### src/rtl/cache_port_arbiter.sv
// ---------------------------------------------------------------------------
// cache_port_arbiter
//
// Shares the single AXI-lite-style request port of the direct-mapped cache
// between the instruction fetch unit (read-only) and the load/store unit
// (read/write). One transaction is in flight at a time. Fetch and data take
// turns when both are waiting, and inside the data port a pending write is
// always taken before a pending read.
//
// Every output is decoded from registered state only, so there is no
// combinational path from any input to any output.
//
// Ports
//   clk, rstn             clock (rising edge), asynchronous active-low reset
//   i_ar*, i_r*           fetch read address / read data channels
//   d_ar*, d_r*           data-port read address / read data channels
//   d_aw*, d_w*, d_b*     data-port write address / write data / response
//   c_ar*, c_r*           cache read address / read data channels
//   c_aw*, c_w*, c_b*     cache write address / write data / response
//   last_grant            owner of the most recent grant (0 fetch, 1 data)
//   err                   sticky flag, set by any cache response with bit 1 set
// ---------------------------------------------------------------------------
module cache_port_arbiter #(
  parameter int ADDR_W = 32,
  parameter int DATA_W = 32
) (
  input  logic                clk,
  input  logic                rstn,

  // fetch read channel
  input  logic [ADDR_W-1:0]   i_araddr,
  input  logic                i_arvalid,
  output logic                i_arready,
  output logic [DATA_W-1:0]   i_rdata,
  output logic [1:0]          i_rresp,
  output logic                i_rvalid,
  input  logic                i_rready,

  // data read channel
  input  logic [ADDR_W-1:0]   d_araddr,
  input  logic                d_arvalid,
  output logic                d_arready,
  output logic [DATA_W-1:0]   d_rdata,
  output logic [1:0]          d_rresp,
  output logic                d_rvalid,
  input  logic                d_rready,

  // data write channels
  input  logic [ADDR_W-1:0]   d_awaddr,
  input  logic                d_awvalid,
  output logic                d_awready,
  input  logic [DATA_W-1:0]   d_wdata,
  input  logic [DATA_W/8-1:0] d_wstrb,
  input  logic                d_wvalid,
  output logic                d_wready,
  output logic [1:0]          d_bresp,
  output logic                d_bvalid,
  input  logic                d_bready,

  // cache read address / data
  output logic [ADDR_W-1:0]   c_araddr,
  output logic                c_arvalid,
  input  logic                c_arready,
  input  logic [DATA_W-1:0]   c_rdata,
  input  logic [1:0]          c_rresp,
  input  logic                c_rvalid,
  output logic                c_rready,

  // cache write address / data / response
  output logic [ADDR_W-1:0]   c_awaddr,
  output logic                c_awvalid,
  input  logic                c_awready,
  output logic [DATA_W-1:0]   c_wdata,
  output logic [DATA_W/8-1:0] c_wstrb,
  output logic                c_wvalid,
  input  logic                c_wready,
  input  logic [1:0]          c_bresp,
  input  logic                c_bvalid,
  output logic                c_bready,

  // status
  output logic                last_grant,
  output logic                err
);

  localparam int STRB_W = DATA_W / 8;

  typedef enum logic [2:0] {
    S_IDLE,
    S_AR,
    S_RWAIT,
    S_RRET,
    S_WGET,
    S_AWR,
    S_BWAIT,
    S_BRET
  } state_t;

  state_t state;
  state_t state_nxt;

  // last_grant_q doubles as the owner of the transaction in flight, since
  // it is updated on every grant and only read after a grant.
  logic              last_grant_q;
  logic              first_cycle;
  logic              aw_done;
  logic              w_done;
  logic              err_q;
  logic [ADDR_W-1:0] addr_q;
  logic [DATA_W-1:0] rdata_q;
  logic [1:0]        resp_q;
  logic [DATA_W-1:0] wdata_q;
  logic [STRB_W-1:0] wstrb_q;

  // arbitration candidates in IDLE; a write hides a simultaneous data read
  logic fetch_req;
  logic dw_req;
  logic dr_req;
  logic data_req;

  assign fetch_req = i_arvalid;
  assign dw_req    = d_awvalid;
  assign dr_req    = d_arvalid && !d_awvalid;
  assign data_req  = dw_req || dr_req;

  logic grant;
  logic grant_data;
  logic grant_write;

  // State register.
  always_ff @(posedge clk or negedge rstn) begin
    if (!rstn) begin
      state <= S_IDLE;
    end else begin
      state <= state_nxt;
    end
  end

  // Next-state and output decode. Outputs depend only on registered state
  // and latched payloads; payload buses read as zero while their valid is low.
  always_comb begin
    state_nxt   = state;
    grant       = 1'b0;
    grant_data  = 1'b0;
    grant_write = 1'b0;

    i_arready = 1'b0;
    i_rvalid  = 1'b0;
    i_rdata   = '0;
    i_rresp   = '0;
    d_arready = 1'b0;
    d_rvalid  = 1'b0;
    d_rdata   = '0;
    d_rresp   = '0;
    d_awready = 1'b0;
    d_wready  = 1'b0;
    d_bvalid  = 1'b0;
    d_bresp   = '0;
    c_arvalid = 1'b0;
    c_araddr  = '0;
    c_rready  = 1'b0;
    c_awvalid = 1'b0;
    c_awaddr  = '0;
    c_wvalid  = 1'b0;
    c_wdata   = '0;
    c_wstrb   = '0;
    c_bready  = 1'b0;

    case (state)
      S_IDLE: begin
        if (fetch_req || data_req) begin
          grant       = 1'b1;
          // on a tie the port that did not win last time goes now
          grant_data  = data_req && (!fetch_req || !last_grant_q);
          grant_write = grant_data && dw_req;
          state_nxt   = grant_write ? S_WGET : S_AR;
        end
      end

      S_AR: begin
        i_arready = first_cycle && !last_grant_q;
        d_arready = first_cycle && last_grant_q;
        c_arvalid = 1'b1;
        c_araddr  = addr_q;
        if (c_arready) begin
          state_nxt = S_RWAIT;
        end
      end

      S_RWAIT: begin
        c_rready = 1'b1;
        if (c_rvalid) begin
          state_nxt = S_RRET;
        end
      end

      S_RRET: begin
        if (last_grant_q) begin
          d_rvalid = 1'b1;
          d_rdata  = rdata_q;
          d_rresp  = resp_q;
          if (d_rready) begin
            state_nxt = S_IDLE;
          end
        end else begin
          i_rvalid = 1'b1;
          i_rdata  = rdata_q;
          i_rresp  = resp_q;
          if (i_rready) begin
            state_nxt = S_IDLE;
          end
        end
      end

      S_WGET: begin
        d_awready = first_cycle;
        d_wready  = 1'b1;
        if (d_wvalid) begin
          state_nxt = S_AWR;
        end
      end

      S_AWR: begin
        c_awvalid = !aw_done;
        c_awaddr  = aw_done ? '0 : addr_q;
        c_wvalid  = !w_done;
        c_wdata   = w_done ? '0 : wdata_q;
        c_wstrb   = w_done ? '0 : wstrb_q;
        // both channels may complete in the same cycle
        if ((aw_done || c_awready) && (w_done || c_wready)) begin
          state_nxt = S_BWAIT;
        end
      end

      S_BWAIT: begin
        c_bready = 1'b1;
        if (c_bvalid) begin
          state_nxt = S_BRET;
        end
      end

      S_BRET: begin
        d_bvalid = 1'b1;
        d_bresp  = resp_q;
        if (d_bready) begin
          state_nxt = S_IDLE;
        end
      end

      default: begin
        state_nxt = S_IDLE;
      end
    endcase
  end

  // Transaction datapath: grant bookkeeping, latched address, returned data
  // and response, latched write payload, per-channel completion flags and
  // the sticky error flag.
  always_ff @(posedge clk or negedge rstn) begin
    if (!rstn) begin
      last_grant_q <= 1'b1;
      first_cycle  <= 1'b0;
      aw_done      <= 1'b0;
      w_done       <= 1'b0;
      err_q        <= 1'b0;
      addr_q       <= '0;
      rdata_q      <= '0;
      resp_q       <= '0;
      wdata_q      <= '0;
      wstrb_q      <= '0;
    end else begin
      first_cycle <= 1'b0;
      case (state)
        S_IDLE: begin
          if (grant) begin
            last_grant_q <= grant_data;
            first_cycle  <= 1'b1;
            aw_done      <= 1'b0;
            w_done       <= 1'b0;
            if (grant_write) begin
              addr_q <= d_awaddr;
            end else if (grant_data) begin
              addr_q <= d_araddr;
            end else begin
              addr_q <= i_araddr;
            end
          end
        end

        S_RWAIT: begin
          if (c_rvalid) begin
            rdata_q <= c_rdata;
            resp_q  <= c_rresp;
            if (c_rresp[1]) begin
              err_q <= 1'b1;
            end
          end
        end

        S_WGET: begin
          if (d_wvalid) begin
            wdata_q <= d_wdata;
            wstrb_q <= d_wstrb;
          end
        end

        S_AWR: begin
          if (c_awvalid && c_awready) begin
            aw_done <= 1'b1;
          end
          if (c_wvalid && c_wready) begin
            w_done <= 1'b1;
          end
        end

        S_BWAIT: begin
          if (c_bvalid) begin
            resp_q <= c_bresp;
            if (c_bresp[1]) begin
              err_q <= 1'b1;
            end
          end
        end

        default: begin
        end
      endcase
    end
  end

  assign last_grant = last_grant_q;
  assign err        = err_q;

endmodule
### config.mk
export PLATFORM = sky130hd
export DESIGN_NAME = cache_port_arbiter
export DESIGN_NICKNAME = d
export VERILOG_FILES = /design/src/rtl/cache_port_arbiter.sv
export SDC_FILE = /design/constraint.sdc
export NUM_CORES = 1
export LEC_CHECK = 0
export BUFFER_PORTS_ARGS = -buffer_cell sky130_fd_sc_hd__buf_2
export CORE_AREA = 2 2 142 144
export DETAILED_ROUTE_END_ITERATION = 8
export DIE_AREA = 0 0 144 146
export GPL_TIMING_DRIVEN = 0
export PLACE_DENSITY_LB_ADDON = 0.1
export RECOVER_POWER = 50
export SETUP_SLACK_MARGIN = 0.15
export SYNTH_ARGS = -nofsm -noshare
export SYNTH_HDL_FRONTEND = slang
export SYNTH_SLANG_ARGS = --single-unit
### constraint.sdc
create_clock -name clk -period 1.9 [get_ports clk]
set_input_delay 0.475 -clock clk [delete_from_list [all_inputs] [get_ports clk]]
set_output_delay 0.475 -clock clk [all_outputs]
set_load 0.01 [all_outputs]
After elaboration in Yosys (flattened, before gate mapping)
Index checks and enable logic that the tools add are counted.
- bits of input ports: 182
- output and inout bits: 184
- register bits after elaboration: 110
- mux-type cells: 65
- reductions and logical operators: 29
- equality and inequality tests: 21
- operators with widths (kind ; count):
    $mux W32 ; 11
    $mux W3 ; 11
    $mux W1 ; 29
    $ne A2 B2 Y1 const B ; 12
    $pmux W3 S8 ; 1
    $mux W2 ; 7
    $eq A3 B3 Y1 const B ; 4
    $reduce_and A3 Y1 ; 3
    $reduce_and A9 Y1 ; 1
    $logic_and A1 B1 Y1 ; 8
    $mux W4 ; 2
    $eq A3 B2 Y1 const B ; 2
    $ne A3 B3 Y1 const B ; 2
    $pmux W1 S2 ; 3
    $reduce_and A2 Y1 ; 3
    $logic_not A1 Y1 ; 5
    $logic_or A1 B1 Y1 ; 5
    $reduce_and A5 Y1 ; 1
    $pmux W2 S2 ; 1
    $reduce_bool A2 Y1 ; 2
    $eq A3 B1 Y1 const B ; 1
    $logic_not A3 Y1 ; 1

Logic depth before layout (Yosys ltp)
- depth after elaboration: 8
- gate-level depth with buffers: 7
- mapped depth without buffers: 5

Worst setup path before layout
OpenSTA, ideal clock, no wires.
- path type: flip-flop to output port
- from: reg state[2]
- to: out i_arready
- data arrival time: 1460 ps
- path slack: -35 ps
- required time: 1425 ps
- cell stages (with the launch flop): 6
- path through: dfrtp_1 buf_2 nor3b_1 buf_2 nand2_1 nor2_1
- word-level cells in the longest chain between the ends: 2
- ends and longest elaborated chain (element ; RTL line ; source):
    start: declaration ; 99 ; state_t state;
    start signal: assignment ; 135 ; state <= state_nxt;
    $eq A3 B1 Y1 ; 169 ; case (state)
    $mux W1 ; 169 ;
    end: declaration ; 33 ; output logic i_arready,
Every way passes these cells.

Final worst setup path
- from: reg state[1]
- to: out c_awaddr[26]
- word-level cells in the longest chain between the ends: 2
- ends and longest elaborated chain (element ; RTL line ; source):
    $eq A3 B3 Y1 ; 169 ;
    $mux W32 ; 169 ;
    end: declaration ; 70 ; output logic [ADDR_W-1:0] c_awaddr,
Every way passes these cells.

==> results.json <==
{
  "outcome": "finished with violations",
  "violations": "setup timing",
  "hold_buffers": 0,
  "crit_slowest_cell": "dfrtp_2",
  "hold_viol_final": 0,
  "routabilityCongestion": 0.759,
  "wl_per_cell_um": 18.7,
  "grt_max_degree": 58,
  "r2r-end": "wdata_q[21]$_DFFE_PN0P_",
  "crit_cells": 6,
  "grt_pass1_wl_um": 32600,
  "grt_pass1_vias": 5804,
  "drtIter0Drc": 118,
  "cp.arrival_ps": 1780,
  "dieWidth_um": 144,
  "setup_viol": 225,
  "antenna_found_initial": 1,
  "hold-path-cell-count": 3,
  "drcViolationCount": 0,
  "root_buffer": "clkbuf_16",
  "track_usage_pct": 20.2,
  "synth_cell_types": 37,
  "via_per_inst": 4.67,
  "clock_sinks": 110,
  "cts_buffer_depth": 2,
  "p_leak_nw": 5.78,
  "switchingPower_w": 0.00549,
  "grt_setup_unrepaired": "true",
  "pwr-share-clk_pct": 12.5,
  "tightest_slew_ps": 1490,
  "clk-insertion-delay-late_ps": 360,
  "crit_required_ps": 1420,
  "clock.fmax_ghz": 0.443,
  "holdCritStartpoint": "d_awaddr[2]",
  "crit_path_end_kind": "output port",
  "cp_cell_sequence": "nand3b_1 -> nor2_4 -> buf_12 -> clkbuf_16 -> and2_1 -> buf_2",
  "slew_headroom_pct": 0.986,
  "gr-total-overflow": 0,
  "post-route-util_pct": 58.1,
  "synth_area_mm2": 0.00591,
  "drive_gt1_share_pct": 71.2,
  "antenna_cells": 0,
  "p_seq_share_pct": 28.2,
  "postRouteAntennaNets": 0,
  "cts_tree": "yes",
  "routed_wl_um": 23800,
  "r2r_start": "state[0]$_DFFE_PN0P_",
  "ys_warn_count": 0,
  "vias": 5953,
  "hpwlAfterDp_um": 15700,
  "synthCells": 546,
  "powerDensity_mw_per_mm2": 1400,
  "fin_ws_ps": -358,
  "ir_worst_vdd_uv": 547,
  "synth_seq_cells": 110,
  "coreArea_mm2": 0.0193,
  "min_to": "addr_q[2]$_DFFE_PN0P_",
  "max_cap_viol_count": 0,
  "synth_area_per_cell_um2": 10.8,
  "syn-num-nets": 728,
  "reg2reg_slack_ps": -50,
  "final.min_clock_period_ps": 2260,
  "crit_type": "register to output port",
  "finClkSkew_ps": 7.08,
  "nNetsFinal": 1186,
  "combPwrFrac_pct": 59.3,
  "internal_power_w": 0.0103,
  "ios": 366,
  "area_growth_pct": 90.1,
  "fp.dieH_um": 146,
  "yosysSeqAreaShare_pct": 46.6,
  "path_delay_family": "simple AND/OR/NAND/NOR gates",
  "hold_class": "input pin to register",
  "cp_max_fo": 10,
  "drtPass1Iterations": 4,
  "crit_buf_inv": 3,
  "cp-start-kind": "register",
  "die_area_mm2": 0.0210,
  "switching_share_pct": 34.8,
  "tns_ps": -52910,
  "portBuffers": 365,
  "cts-buffers-inserted": 9,
  "max_stage_delay_ps": 440,
  "fill_cells": 1640,
  "num_rows": 51,
  "period_share_pct": 119,
  "initial_core_util_pct": 30.6,
  "cts.clk_slew.worst_paths_ps": 80,
  "r2r_cells": 8,
  "slew_violations": 0,
  "htree_levels": 3
}
[tightest hold or removal path: cells and delay by family]
kind	cells	cell delay, ps
AOI/OAI and AO/OA	2	100
buffers and inverters	1	80
[power by group through the flow]
stage          registers (W)  clock network, W  logic (W)
2_1_floorplan        0.00406                 0    0.00350
3_3_place_gp         0.00432                 0    0.00526
3_5_place_dp         0.00433                 0    0.00532
4_1_cts              0.00432           0.00204    0.00731
5_1_grt              0.00460           0.00214     0.0100
6_report             0.00444           0.00197    0.00934
[timing repair]
action                     4_1_cts  5_1_grt
setup buffers                   39       20
setup endpoints to repair      279      283
pin swaps                       76       18
resized for setup              240      282
cloned                          13        9
[cell usage after synthesis]
master | number | share of area [%]
a22oi_1 | 32 | 4.1
a21oi_1 | 6 | 0.51
or2_2 | 1 | 0.11
mux2i_1 | 35 | 5.9
and2_1 | 173 | 18
buf_2 | 10 | 0.85
nand3b_1 | 1 | 0.13
buf_4 | 4 | 0.51
clkbuf_1 | 20 | 1.3
o21ai_0 | 29 | 2.5
nor3_2 | 2 | 0.34
nor3b_2 | 2 | 0.42
nand2b_1 | 6 | 0.63
clkbuf_2 | 3 | 0.25
nand3_1 | 2 | 0.17
a211o_1 | 1 | 0.15
or4_1 | 1 | 0.13
nor2_1 | 7 | 0.44
o221ai_1 | 1 | 0.15
nor3b_1 | 2 | 0.25
a21o_1 | 3 | 0.38
inv_1 | 1 | 0.063
or3_1 | 1 | 0.11
nand2_1 | 6 | 0.38
dfrtp_1 | 109 | 46
a31oi_1 | 1 | 0.11
o21ai_1 | 4 | 0.34
nor3_1 | 1 | 0.085
nor2b_1 | 3 | 0.32
a2111oi_0 | 1 | 0.15
and3_1 | 3 | 0.32
buf_6 | 3 | 0.57
dfstp_2 | 1 | 0.44
a22o_1 | 1 | 0.15
mux2_2 | 68 | 13
nand2b_4 | 1 | 0.23
o211ai_2 | 1 | 0.21
[per-stage QoR]
step / power, W / area, um^2 / worst slack, ps / instances / hold slack [ps]
after floorplan: 0.00756 / 5940 / 111 / 546 / 179
after global placement: 0.00958 / 8100 / -1180 / 1176 / 449
after detailed placement: 0.00965 / 8130 / -616 / 1177 / 451
after CTS: 0.0137 / 9890 / -382 / 1245 / 91.2
after global routing: 0.0168 / 11200 / -422 / 1274 / 329
final: 0.0158 / 11200 / -358 / 1274 / 332
[per-layer routing]
metal / share of wire [%] / GRT usage (%)
met2: 53 / 37.9
met1: 38 / 22.2
met3: 7.3 / 5.40
met4: 1.4 / 5.29
met5: 0.046 / 0
[cell type report]
cell class / count / area [um^2] / area share [%]
Buffer: 40 / 554 / 4.93
Inverter: 1 / 3.75 / 0.0334
Timing Repair Buffer: 446 / 3610 / 32.1
Sequential cell: 110 / 2760 / 24.5
Clock inverter: 6 / 68.8 / 0.612
Tap cell: 265 / 332 / 2.95
Multi-Input combinational cell: 396 / 3690 / 32.8
Clock buffer: 10 / 229 / 2.04
[how the worst max path moves through the flow]
stage                          from                    end
3_3_place_gp                   rstn  addr_q[4]$_DFFE_PN0P_
2_1_floorplan  state[2]$_DFFE_PN0P_           c_awaddr[10]
3_5_place_dp   state[2]$_DFFE_PN0P_           c_awaddr[10]
4_1_cts        state[1]$_DFFE_PN0P_           c_awaddr[14]
5_1_grt        state[1]$_DFFE_PN0P_             c_wdata[8]
6_report       state[1]$_DFFE_PN0P_           c_awaddr[26]
[flip-flops by register name, summed over array words and instances, names as in the netlist]
register / flops
addr_q: 32
aw_done: 1
err: 1
first_cycle: 1
last_grant: 1
rdata_q: 32
resp_q: 2
state: 3
w_done: 1
wdata_q: 32
wstrb_q: 4
[cells in the final DEF, fill, tap and decap left out, drive strengths merged, types with 2 or more instances in the layout]
master,n
a21o,3
a21oi,6
a22oi,32
and2,173
and3,3
buf,466
clkbuf,30
clkinv,2
dfrtp,109
inv,3
mux2,68
mux2i,35
nand2,6
nand2b,7
nand3,2
nor2,7
nor2b,3
nor3,3
nor3b,4
o211ai,2
o21ai,33
[cells by family (layout without fill, tap and decap cells)]
group / after synthesis / count (layout) / synth area share, %
buffers and inverters: 41 / 503 / 3.51
muxes: 103 / 103 / 18.9
DFF: 110 / 110 / 46.6
AOI/OAI and AO/OA: 80 / 81 / 8.66
and+or+nand+nor: 212 / 212 / 22.4
(Power assumes the default switching activity.)
